`config.mk`:
```
export PLATFORM = sky130hd
export DESIGN_NAME = multicycle_ctrl
export DESIGN_NICKNAME = d
export VERILOG_FILES = /design/src/rtl/multicycle_ctrl.sv
export SDC_FILE = /design/constraint.sdc
export NUM_CORES = 1
export LEC_CHECK = 0
export ABC_AREA = 1
export CAP_MARGIN = 10
export CORE_MARGIN = 1.5
export CORE_UTILIZATION = 41
export CTS_CLUSTER_DIAMETER = 200
export DETAILED_ROUTE_END_ITERATION = 12
export GPL_TIMING_DRIVEN = 0
export HOLD_SLACK_MARGIN = 0.12
export PLACE_DENSITY = 0.77
export SLEW_MARGIN = 20
export SYNTH_ARGS = -nofsm -noshare
export SYNTH_HDL_FRONTEND = slang
export SYNTH_SLANG_ARGS = --single-unit
export TNS_END_PERCENT = 30
```
`constraint.sdc`:
```
create_clock -name clk -period 1.4 [get_ports clk]
set_clock_uncertainty 0.05 [all_clocks]
set_input_delay 0.28 -clock clk [delete_from_list [all_inputs] [get_ports clk]]
set_output_delay 0.28 -clock clk [all_outputs]
set_load 0.005 [all_outputs]
```
`src/rtl/multicycle_ctrl.sv`:
```
// Multicycle RV32I control unit: IF/ID/EX/MEM/WB sequencer with ALU-control decode.
// Optional PERF_CNT_EN adds cycle and retired-instruction counters.
module multicycle_ctrl #(
   parameter int unsigned ALUCTRL_W   = 4,
   parameter int unsigned TIMEOUT_W   = 8,
   parameter int unsigned MEM_TIMEOUT = 200,
   parameter int unsigned SKIP_MEM    = 1
) (
   input  logic                 clk,
   input  logic                 rst,
   input  logic [31:0]          instr,
   input  logic                 imem_ready,
   input  logic                 dmem_ready,
   input  logic                 zero,
   input  logic                 lt,
   output logic                 loadPC,
   output logic                 PCSrc,
   output logic                 ALUSrc,
   output logic [ALUCTRL_W-1:0] ALUCtrl,
   output logic                 MemRead,
   output logic                 MemWrite,
   output logic                 MemToReg,
   output logic                 RegWrite,
   output logic [2:0]           state,
   output logic                 illegal,
   output logic                 timeout
`ifdef PERF_CNT_EN
   ,
   output logic [31:0]          cycle_cnt,
   output logic [31:0]          instret_cnt
`endif
);

   typedef enum logic [2:0] {
      S_IF  = 3'b000,
      S_ID  = 3'b001,
      S_EX  = 3'b010,
      S_MEM = 3'b011,
      S_WB  = 3'b100,
      S_ERR = 3'b111
   } state_t;

   localparam logic [6:0] OP_R  = 7'b0110011;
   localparam logic [6:0] OP_I  = 7'b0010011;
   localparam logic [6:0] OP_LD = 7'b0000011;
   localparam logic [6:0] OP_ST = 7'b0100011;
   localparam logic [6:0] OP_BR = 7'b1100011;

   state_t               cur, nxt;
   logic [31:0]          ir, ir_nxt;
   logic [TIMEOUT_W-1:0] cnt, cnt_nxt;
   logic                 taken, taken_nxt;
   logic                 illegal_nxt, timeout_nxt;

   logic [6:0] opcode;
   logic [2:0] f3;
   logic       b30;
   logic       is_r, is_i, is_ld, is_st, is_br, is_mem;
   logic       legal, br_cond, timeout_hit;
   logic [3:0] alu_code;

   assign opcode = ir[6:0];
   assign f3     = ir[14:12];
   assign b30    = ir[30];
   assign state  = cur;

   logic unused_ir;
   assign unused_ir = ^{ir[31], ir[29:15], ir[11:7]};

   // Instruction class, legality, branch outcome and ALU operation from the latched ir
   always_comb begin
      is_r     = (opcode == OP_R);
      is_i     = (opcode == OP_I);
      is_ld    = (opcode == OP_LD);
      is_st    = (opcode == OP_ST);
      is_br    = (opcode == OP_BR);
      is_mem   = is_ld | is_st;
      legal    = ((is_r | is_i) && (f3 != 3'b011)) || is_mem ||
                 (is_br && ((f3 == 3'b000) || (f3 == 3'b001) ||
                            (f3 == 3'b100) || (f3 == 3'b101)));
      br_cond  = 1'b0;
      alu_code = 4'b0010;
      case (f3)
         3'b000:  br_cond = zero;
         3'b001:  br_cond = ~zero;
         3'b100:  br_cond = lt;
         3'b101:  br_cond = ~lt;
         default: br_cond = 1'b0;
      endcase
      if (is_br) begin
         alu_code = 4'b0110;
      end else if (is_r | is_i) begin
         case (f3)
            3'b000:  alu_code = (is_r && b30) ? 4'b0110 : 4'b0010;
            3'b111:  alu_code = 4'b0000;
            3'b110:  alu_code = 4'b0001;
            3'b100:  alu_code = 4'b0101;
            3'b001:  alu_code = 4'b1001;
            3'b101:  alu_code = b30 ? 4'b1010 : 4'b1000;
            3'b010:  alu_code = 4'b0100;
            default: alu_code = 4'b0010;
         endcase
      end
   end

   // Last permitted wait cycle; a zero MEM_TIMEOUT never fires
   assign timeout_hit = (MEM_TIMEOUT != 0) && (cnt == TIMEOUT_W'(MEM_TIMEOUT - 1));

   always_ff @(posedge clk or negedge rst) begin
      if (!rst) begin
         cur     <= S_IF;
         ir      <= '0;
         cnt     <= '0;
         taken   <= 1'b0;
         illegal <= 1'b0;
         timeout <= 1'b0;
      end else begin
         cur     <= nxt;
         ir      <= ir_nxt;
         cnt     <= cnt_nxt;
         taken   <= taken_nxt;
         illegal <= illegal_nxt;
         timeout <= timeout_nxt;
      end
   end

   // Next-state and housekeeping register updates
   always_comb begin
      nxt         = cur;
      ir_nxt      = ir;
      cnt_nxt     = cnt;
      taken_nxt   = taken;
      illegal_nxt = illegal;
      timeout_nxt = timeout;
      case (cur)
         S_IF: begin
            if (imem_ready) begin
               ir_nxt  = instr;
               cnt_nxt = '0;
               nxt     = S_ID;
            end else if (timeout_hit) begin
               timeout_nxt = 1'b1;
               nxt         = S_ERR;
            end else begin
               cnt_nxt = cnt + TIMEOUT_W'(1);
            end
         end
         S_ID: begin
            if (!legal) begin
               illegal_nxt = 1'b1;
               nxt         = S_ERR;
            end else begin
               nxt = S_EX;
            end
         end
         S_EX: begin
            if (is_br) taken_nxt = br_cond;
            if (is_mem || (SKIP_MEM == 0)) begin
               cnt_nxt = '0;
               nxt     = S_MEM;
            end else begin
               nxt = S_WB;
            end
         end
         S_MEM: begin
            if (!is_mem || dmem_ready) begin
               nxt = S_WB;
            end else if (timeout_hit) begin
               timeout_nxt = 1'b1;
               nxt         = S_ERR;
            end else begin
               cnt_nxt = cnt + TIMEOUT_W'(1);
            end
         end
         S_WB: begin
            taken_nxt = 1'b0;
            cnt_nxt   = '0;
            nxt       = S_IF;
         end
         S_ERR:   nxt = S_ERR;
         default: nxt = S_ERR;
      endcase
   end

   // Datapath controls decoded from state and ir only
   always_comb begin
      loadPC   = 1'b0;
      PCSrc    = 1'b0;
      ALUSrc   = 1'b0;
      ALUCtrl  = '0;
      MemRead  = 1'b0;
      MemWrite = 1'b0;
      MemToReg = 1'b0;
      RegWrite = 1'b0;
      if ((cur == S_ID) || (cur == S_EX) || (cur == S_MEM) || (cur == S_WB)) begin
         ALUCtrl = ALUCTRL_W'(alu_code);
         ALUSrc  = is_ld | is_i | is_st;
      end
      if (cur == S_MEM) begin
         MemRead  = is_ld;
         MemWrite = is_st;
      end
      if (cur == S_WB) begin
         loadPC   = 1'b1;
         PCSrc    = is_br & taken;
         RegWrite = is_r | is_i | is_ld;
         MemToReg = is_ld;
      end
   end

`ifdef PERF_CNT_EN
   always_ff @(posedge clk or negedge rst) begin
      if (!rst) begin
         cycle_cnt   <= '0;
         instret_cnt <= '0;
      end else begin
         if (cur != S_ERR) cycle_cnt <= cycle_cnt + 32'(1);
         if (cur == S_WB) instret_cnt <= instret_cnt + 32'(1);
      end
   end
`endif

endmodule
```
# == Word level (Yosys, flattened, before mapping) ==
# Index checks and enable logic that the tools add are counted.
# word_totals
register_bits,45
input_bits,38
# op_classes
n_bitwise,9
n_reduce_logical,23
n_mux,31
eq_ne,21
addsub,1
# op_table
op,n
$mux 8,4
$pmux 8 s4,1
$pmux 4 s7,1
$mux 3,6
$eq 3x3->1 const B,5
$pmux 3 s5,1
$eq 7x6->1 const B,2
$mux 4,3
$mux 1,11
$eq 3x2->1 const B,3
$logic_or 1x1->1,9
$add 8x1->8 const B,1
$eq 8x8->1 const B,1
$ne 2x2->1 const B,4
$eq 7x2->1 const B,1
$eq 7x5->1 const B,1
$eq 7x7->1 const B,1
$eq 3x1->1 const B,2
$logic_not 3->1,2
$reduce_and 2->1,3
$reduce_and 3->1,2
$or 1x1->1,5
$pmux 1 s2,2
$pmux 1 s4,1
8 further kinds,13

# == Depth between registers and ports, before layout ==
# Gate-level depths: netlist (run 1).
# logic_depth
word_depth,8
mapped_depth,10
ltp_nobuf,10

# == Worst setup path before layout (run 1) ==
# No wires, ideal clock.
# synth_timing
path_kind,register to output
start,register cur[1] (netlist: state[1])
end,output port ALUCtrl[0]
path_stages_with_launch,6
slack_ns,-0.060
path_buffers,0
arrival_time_ns,1.130
path_cell_list,dfrtp_1 > nor2_2 > nand2_1 > inv_1 > o21ai_0 > a21oi_1
# synth_between
elab_chain_cells,5
elab_cells_between_ends,8
# synth_rtl
element,line,source
from (decl),49,"state_t cur, nxt;"
from (signal assigned),118,cur <= nxt;
$eq 3x1->1 or $eq 3x2->1 (tied branches),195,if ((cur == S_ID) || (cur == S_EX) || (cur == S_MEM) || (cur == S_WB)) begin
$logic_or 1x1->1 (2 in series),195,
$logic_or 1x1->1 *,195,
$mux 4 *,195,
to (decl),19,"output logic [ALUCTRL_W-1:0] ALUCtrl,"
# Every way passes the cells marked *; elsewhere a longest branch is shown, timed or not.

# == Worst setup path after layout (run 1) ==
# layout_timing
start,register cur[0] (netlist: state[0])
end,output port ALUSrc
# layout_between
elab_chain_cells,5
elab_cells_between_ends,8
# layout_rtl
element,line,source
$eq 3x1->1 or $eq 3x2->1 (tied branches),195,
$logic_or 1x1->1 (2 in series),195,
$logic_or 1x1->1 *,195,
$mux 1 *,195,
to (decl),18,"output logic ALUSrc,"
# Marked as above.

==> results.yml, run 1 <==
critical_path:
  path_class: "flip-flop to output port"
  critPathMaxStageDelay_ps: 450
  regToRegSetupSlack_ps: -300
  path_delay_family: "flip-flops"
  crit_slowest_cell: "dfrtp_2"
  r2r_end: "cnt[2]"
  path_cells: "nor2_4 > buf_6 > nor2_4 > o21ai_2 > o22ai_2 > buf_2"
  critical_path_required_ps: 1070
  worst-r2r-cell-count: 11
  critPathLaunchType: "flip-flop"
  r2r_start: "state[0]"
  critPathMostFrequentCell: "nor2_4"
  endpoint_kind: "output port"
  path_buf_inv: 2
  arrival_ps: 1550
  crit_fanout: 3
pwr:
  finalPower_uw: 1420
  power.leakage_uw: 0.00125
  ir_drop_mv: 0.625
  power.density_nw_per_um2: 556
drt:
  dr_total_vias: 1888
  antenna_left: 0
  viasPerCell: 5.32
  routed_wirelength_um: 5560
  wl_per_cell_um: 15.7
  drtIter0Drc: 154
  drcViolationCount: 0
  drtPass1Iterations: 5
timing:
  slew_headroom_pct: 60.4
  fmax_ghz: 0.533
  setup_ws_ps: -476
  tns_ps: -9350
  setup_viol: 39
  rsz0062_at_grt: "true"
  hold_viol: 0
  fin_crit_sh_pct: 134
  drv_slew: 0
  period_needed_ps: 1880
  tightestPinTransition_ps: 594
cts:
  clk_pin_slew_ps: 90
  insertion_delay_ps: 290
  clk_path_buf_depth: 2
  cts_buffers: 3
  root_buffer: "clkbuf_8"
  clock-sinks: 25
  cts_tree: "yes"
  cts_max_level: 1
global_routing:
  grt_pass1_vias: 1742
  use_met3_pct: 4.69
  grt_antenna_before_repair: 0
  grt_use_total_pct: 25.0
  grt_pass1_wl_um: 7990
  use_met2_pct: 45.4
  grt.overflow.total: 0
  grt-busiest-layer: "met2"
  grt_max_degree: 26
  grtUsageMet1_pct: 28.6
cells_and_area:
  final_nets: 347
  layout-drive-gt1-share_pct: 39.1
  fillers: 259
  area_growth_pct: 62.4
  antenna_cells: 0
hold_path:
  hp-class: "flip-flop to flip-flop"
  min_from: "illegal"
  holdPathEnd: "illegal"
  hold_path_depth: 2
synthesis:
  seq_area_frac_synth_pct: 39.9
  synthCells: 231
  synth_nets: 270
  postSynthAreaPerCell_um2: 6.79
  synth_warnings: 0
  ys_types: 25
  syn_area_um2: 1570
  synth-seq-cells: 25
floorplanning:
  num_io_pins: 54
  die-area_um2: 4210
  die_x_um: 64.9
  rows: 22
  die-height_um: 64.9
  start_util_pct: 42.9
  coreArea_um2: 3660
placed_design:
  io_buffers: 32
  routabilityCongestion: 0.842
  post-place-ws_ps: -684
  dpl.hpwl_um: 2640
status:
  status: "complete, but fails checks"
  violations: "negative setup slack"
run:
  cap_violations: 0
-- worst min-delay path, stage by stage (launching register included) --
cell and delay (ps):
dfrtp_1 360, inv_1 40, nand2_1 50
-- layer usage --
metal	part of all wire [%]	vias to the layer above	wire length, µm
met5	0	-	0
met4	3.6	0	198
met3	5.3	23	293
met2	53	90	2940
met1	38	888	2120
li1	-	887	-
-- registers in the layout (all words and copies together) (netlist names) --
signal / count
taken: 1
cnt: 8
ir: 11
illegal: 1
timeout: 1
state: 3
-- worst max path at each step --
stage          startpoint    endpoint  slack, ps  cells after the start
2_1_floorplan    state[0]  ALUCtrl[0]         20                      5
3_3_place_gp     state[1]      ALUSrc       -670                      6
3_5_place_dp        ir[3]      ALUSrc       -680                      6
4_1_cts             ir[2]  ALUCtrl[2]       -490                      7
5_1_grt          state[0]      ALUSrc       -520                      7
6_report         state[0]      ALUSrc       -480                      6
-- logic make-up after synthesis --
| family | after synthesis | share of synthesized area [%] |
|---|---|---|
| AND/OR/NAND/NOR | 135 | 38.0 |
| buffers and inverters | 36 | 8.69 |
| AO/OA/AOI/OAI | 34 | 12.6 |
| flip-flops | 25 | 39.9 |
| adder cells (fa/ha/maj) | 1 | 0.797 |
-- repair_timing --
action,4_1_cts,5_1_grt
setup buffers,27,12
hold endpoints to repair,25,0
pin swaps,15,19
gates resized for setup,98,47
hold buffers,1,0
endpoints found under the setup margin,39,39
-- power breakdown --
group / switching [µW] / internal [µW] / leakage [µW]
combinational: 95.4 / 90.3 / 0.000943
clock: 265 / 201 / 0.0000255
sequential: 24.6 / 740 / 0.000284
-- cell type report --
type / count / area (µm²) / share of cell area (%)
Multi-Input combinational cell: 170 / 1030 / 40.6
Sequential cell: 25 / 632 / 24.8
Timing Repair Buffer: 72 / 628 / 24.7
Inverter: 35 / 136 / 5.35
Tap cell: 48 / 60.1 / 2.36
Clock buffer: 3 / 41.3 / 1.62
Buffer: 1 / 11.3 / 0.442
Clock inverter: 1 / 5.00 / 0.196
-- metrics by stage --
step | cell area, µm² | instances | utilization [%] | hold slack, ps
floorplan | 1580 | 231 | - | -65.6
global placement | 1960 | 311 | 53.5 | 399
detailed placement | 1950 | 311 | 53.3 | 260
CTS | 2320 | 343 | 63.5 | 425
global route | 2550 | 355 | 69.6 | 450
finish | 2550 | 355 | 69.6 | 431
-- synth_stat cells, drive strengths merged --
cell type	number	share of area, %
ha	1	0.80
a41oi	1	0.56
nor4	1	0.40
a21oi	8	3.3
o311ai	1	0.56
o22ai	1	0.40
nand3	15	5.1
dfrtp	25	40
nand2	82	21
nor3	5	1.6
nor2	30	9.6
nand4	2	0.80
o21bai	2	0.96
a211oi	1	0.48
buf	1	0.32
o21ai	20	6.4
inv	35	8.4
-- cells in the final DEF (no fill, tap or decap), drive strengths merged --
cell type,n
o22ai,1
a21oi,8
o21ai,20
nand3,15
dlygate4sd2,2
a211oi,1
nor4,1
clkdlybuf4s50,15
clkbuf,4
ha,1
a41oi,1
nand2,82
nand4,2
buf,54
o21bai,2
nor3,5
dlygate4sd3,1
nor2,30
clkinv,1
dfrtp,25
o311ai,1
inv,35
Power figures use the tool's default switching activity.
==> run 2, diff against run 1 <==
ABC_AREA = unset   (was 1)
CAP_MARGIN = unset   (was 10)
==> results.yml, run 2 <==
synthesis:
  synth_warnings: 0
  synth_area_leader_cell: "dfrtp_1"
  synth_edf_count: 0
  seq_area_frac_synth_pct: 38.5
  yosysMostFrequentCell: "dfrtp_1"
  synthFlopType: "dfrtp_1"
  synth_nets: 210
  synthCells: 171
  postSynthAreaPerCell_um2: 9.50
  synthTopCellsByCount: "dfrtp_1, nand2_1, inv_1, nor3_1"
  ys_types: 58
  synth-seq-cells: 25
  synthArstFlopShare_pct: 100
  yosysTopAreaCellShare_pct: 38.5
  syn_area_um2: 1630
  synthTopCellsByArea: "dfrtp_1, nand2_1, mux2_1"
hold_path:
  holdPathEnd: "illegal"
  hp-class: "flip-flop to flip-flop"
  hold_path_depth: 1
  min_from: "illegal"
cells_and_area:
  largest_register_ffs: 11
  antenna_cells: 0
  final_common_cell: "dfrtp_1"
  regMostFlops: "ir"
  final_nets: 272
  area_growth_pct: 54.8
  layout-drive-gt1-share_pct: 43.1
  fin_cells: 280
  fin_util_pct: 67.2
  mostFrequentLayoutCells: "dfrtp_1, buf_6, buf_4, clkdlybuf4s50_1"
  final_area_um2: 2520
cts:
  insertion_delay_ps: 270
  cts_tree: "yes"
  cts_max_level: 1
  clk_path_buf_depth: 2
  clk_pin_slew_ps: 100
  root_buffer: "clkbuf_8"
  clock-sinks: 25
  cts_buffers: 3
timing:
  rsz0062_at_grt: "true"
  setup_viol: 36
  drv_slew: 0
  setup_ws_ps: -644
  period_needed_ps: 2040
  whs_ps: 421
  hold_viol: 0
  fin_crit_sh_pct: 146
  fmax_ghz: 0.489
  slew_headroom_pct: 60.8
  tightestPinTransition_ps: 588
placed_design:
  placed_area_um2: 2070
  dpl.hpwl_um: 2880
  io_buffers: 32
  dp_cells: 251
  routabilityCongestion: 0.886
critical_path:
  regToRegSetupSlack_ps: -560
  worst-r2r-cell-count: 8
  crit_fanout: 3
  r2r_end: "cnt[7]"
  critPathLaunchType: "flip-flop"
  endpoint_kind: "output port"
  r2r_start: "ir[3]"
  critical_path_required_ps: 1070
  arrival_ps: 1710
  path_class: "flip-flop to output port"
drt:
  dr_total_vias: 1627
  routed_wirelength_um: 4670
  wl_per_cell_um: 16.7
  drcViolationCount: 0
  viasPerCell: 5.81
  drtPass1Iterations: 4
  antenna_left: 0
  drtIter0Drc: 96
pwr:
  power.leakage_uw: 0.00107
  swShare_pct: 23.0
  clkPwrFrac_pct: 35.2
  p_switching_uw: 293
  seq_power_share_pct: 57.7
  comb_power_share_pct: 7.1
  p_int_uw: 979
  ir_drop_mv: 0.458
  power.density_nw_per_um2: 505
global_routing:
  grt_antenna_before_repair: 0
  grt_max_degree: 26
  grt_pass1_vias: 1487
  grt_use_total_pct: 21.8
  grt.overflow.total: 0
  grt_pass1_wl_um: 7380
floorplanning:
  coreArea_um2: 3740
  die-height_um: 66.0
  rows: 22
  start_util_pct: 43.4
  die_x_um: 66.0
  die-area_um2: 4350
  num_io_pins: 54
status:
  status: "complete, but fails checks"
  violations: "negative setup slack"
run:
  cap_violations: 0
## run 2: changes by cell type after synthesis, sizes merged, moves of 5 or more
cell and change:
mux2 +10, nor2 -21, o21ai -14, nand2 -66
inv -23, buf +5, nand3 -7
## run 2: worst max-delay path by stage
stage                  start  slack (ps)  cells after the start          to
floorplan              ir[3]        -160                      5  ALUCtrl[2]
global placement    state[0]        -750                      5    RegWrite
detailed placement  state[0]        -760                      5    RegWrite
CTS                    ir[2]        -610                      6  ALUCtrl[2]
global route           ir[3]        -710                      6  ALUCtrl[2]
finish                 ir[3]        -640                      6  ALUCtrl[2]
## run 2: cell families (layout without fill, tap and decap cells)
kind of cell             after synthesis  after routing  share of synthesized area, %
AO/OA/AOI/OAI                         43             43                          21.2
adder cells (fa/ha/maj)                1              1                         0.770
flip-flops                            25             25                          38.5
buffers and inverters                 21             82                          5.85
multiplexers                          12             12                          8.16
XOR/XNOR                               3              3                          1.62
AND/OR/NAND/NOR                       66             66                          23.9
## run 2: worst max-delay path, cell delays in order, from the launching register on
cell	delay (ps)
dfrtp_1	390
and4bb_1	280
buf_6	120
nand2_4	40
a2111o_1	320
a21oi_2	160
buf_2	130
## run 2: layout make-up
cell class,count,area [µm²]
Tap cell,48,60.1
Sequential cell,25,633
Buffer,6,67.6
Clock buffer,3,41.3
Fill cell,280,1230
Timing Repair Buffer,60,524
Clock inverter,1,5.00
Multi-Input combinational cell,125,1140
Inverter,12,45.0
## run 2: power by group through the flow
stage	combinational, µW	sequential [µW]	clock [µW]
5_1_grt	97.8	734	487
6_report	90.1	733	448
3_3_place_gp	83.9	747	0
2_1_floorplan	19.5	745	0
3_5_place_dp	83.6	747	0
4_1_cts	88.3	733	458
## run 2: per-stage QoR
step | setup slack (ps) | power, µW | setup TNS, ps
finish | -644 | 1270 | -13260
global route | -713 | 1320 | -15710
CTS | -613 | 1280 | -12530
detailed placement | -757 | 831 | -16590
global placement | -751 | 831 | -24970
floorplan | -157 | 765 | -2200
## run 2: per-layer routing
metal  global-route usage (%)  vias to the layer above  wire [µm]
li1                         -                      767          -
met1                     31.8                      807       2230
met2                     34.7                       51       2240
met3                     2.21                        2        167
met4                     5.10                        0         30
met5                        0                        -          0
## run 2: repair_timing
action,in CTS,in global routing
pin swaps,12,11
hold buffers,1,0
setup buffers,21,6
endpoints found under the setup margin,41,38
resized for setup,74,37
hold endpoints to repair,25,0
==> run 3, diff against run 2 <==
ABC_AREA = 0   (was unset)
CORE_UTILIZATION = 45   (was 41)
PLACE_DENSITY = 0.8   (was 0.77)
clock period = 2.6 ns   (was 1.4 ns; I/O delays follow)
==> results.yml, run 3 (synthesized netlist as in run 2, its figures left out) <==
timing:
  rsz0062_at_grt: "true"
  hold_viol: 0
  setup_viol: 1
  setup_ws_ps: -21.0
  whs_ps: 119
  fin_crit_sh_pct: 101
  slew_headroom_pct: 62.0
  tightestPinTransition_ps: 571
  period_needed_ps: 2620
  fmax_ghz: 0.382
  tns_ps: -21.0
  drv_slew: 0
cts:
  clk_pin_slew_ps: 150
  cts_hold_buf: 0
  insertion_delay_ps: 320
  clock-sinks: 25
  root_buffer: "clkbuf_4"
  cts_max_level: 1
  cts_tree: "yes"
  clk_path_buf_depth: 2
  cts_buffers: 3
floorplanning:
  die-area_um2: 3980
  die-height_um: 63.1
  die_x_um: 63.1
  coreArea_um2: 3390
  num_io_pins: 54
  rows: 21
  start_util_pct: 48.0
placed_design:
  post-place-ws_ps: -42.0
  dp_cells: 249
  dpl.hpwl_um: 2720
  io_buffers: 32
  routabilityCongestion: 0.852
drt:
  routed_wirelength_um: 3830
  dr_total_vias: 1503
  drtPass1Iterations: 4
  antenna_left: 0
  drcViolationCount: 0
  wl_per_cell_um: 14.9
  drtIter0Drc: 92
  viasPerCell: 5.83
critical_path:
  arrival_ps: 2050
  critPathLaunchType: "flip-flop"
  path_cells: "clkbuf_1 > nand2b_1 > mux2_2 > nor3_1 > clkdlybuf4s50_1"
  crit_slowest_cell: "clkdlybuf4s50_1"
  endpoint_kind: "output port"
  crit_fanout: 7
  critical_path_required_ps: 2030
  path_class: "flip-flop to output port"
  critPathMaxStageDelay_ps: 530
  worst-r2r-cell-count: 5
cells_and_area:
  final_common_cell: "clkdlybuf4s50_1"
  area_growth_pct: 33.6
  mostFrequentLayoutCells: "clkdlybuf4s50_1, dfrtp_1, nand2_1, inv_1, nand3_1"
  largest_register_ffs: 11
  final_nets: 252
  fin_util_pct: 64.0
  regMostFlops: "ir"
  layout-drive-gt1-share_pct: 21.2
  fin_cells: 258
  antenna_cells: 0
run:
  cap_violations: 0
status:
  violations: "negative setup slack"
  status: "complete, but fails checks"
global_routing:
  grt_max_degree: 26
  grt_pass1_vias: 1367
  grt_antenna_before_repair: 0
  grt_pass1_wl_um: 6520
  grt_use_total_pct: 20.1
  grt.overflow.total: 0
pwr:
  power.leakage_uw: 0.000906
  ir_drop_mv: 0.204
  power.density_nw_per_um2: 285
hold_path:
  hp-class: "input pin to asynchronous set/reset pin"
run 3: final cells by class:
cell class	count	area [µm²]
Timing Repair Buffer	37	350
Inverter	12	45.0
Fill cell	275	1220
Buffer	9	65.1
Clock inverter	1	5.00
Sequential cell	25	628
Clock buffer	3	22.5
Tap cell	46	57.6
Multi-Input combinational cell	125	997
run 3: path summary, 6_finish.rpt:
| path | from | end | slack (ps) |
|---|---|---|---|
| setup reg to reg | state[2] | ir[1] | 690 |
| setup / recovery | ir[12] | ALUCtrl[0] | -20 |
| min in group clk | illegal | illegal | 450 |
| hold reg to reg | illegal | illegal | 450 |
| max in group asynchronous | rst | ir[4] | 1980 |
| hold / removal | rst | ir[12] | 120 |
run 3: per-layer routing:
layer / share of wire [%] / up-vias / track usage [%] / routed length, µm
met5: 0 / - / 0 / 0
met4: 0.70 / 0 / 5.00 / 27
met3: 2.7 / 2 / 2.50 / 105
met2: 49 / 31 / 30.7 / 1880
met1: 48 / 742 / 30.2 / 1820
li1: - / 728 / - / -
run 3: worst max-delay path, delay by kind of cell, from the launching register on:
family / cells / cell delay (ps)
buffers and inverters: 2 / 810
DFF: 1 / 350
muxes: 1 / 280
and+or+nand+nor: 2 / 290
run 3: power breakdown:
part	switching (µW)	total, µW	internal, µW
Combinational	17.9	44.2	26.2
Clock	122	180	57.6
Sequential	3.82	395	391
run 3: metrics by stage:
step / area, µm² / total power, µW
5_1_grt: 2170 / 645
6_report: 2170 / 619
3_3_place_gp: 2000 / 447
2_1_floorplan: 1630 / 412
3_5_place_dp: 2000 / 447
4_1_cts: 2070 / 625
run 3: what timing repair did:
| item | in CTS | in global routing |
|---|---|---|
| resized for setup | 14 | 21 |
| pin swaps | 0 | 1 |
| endpoints found under the setup margin | 9 | 10 |
| buffers inserted | 1 | 4 |
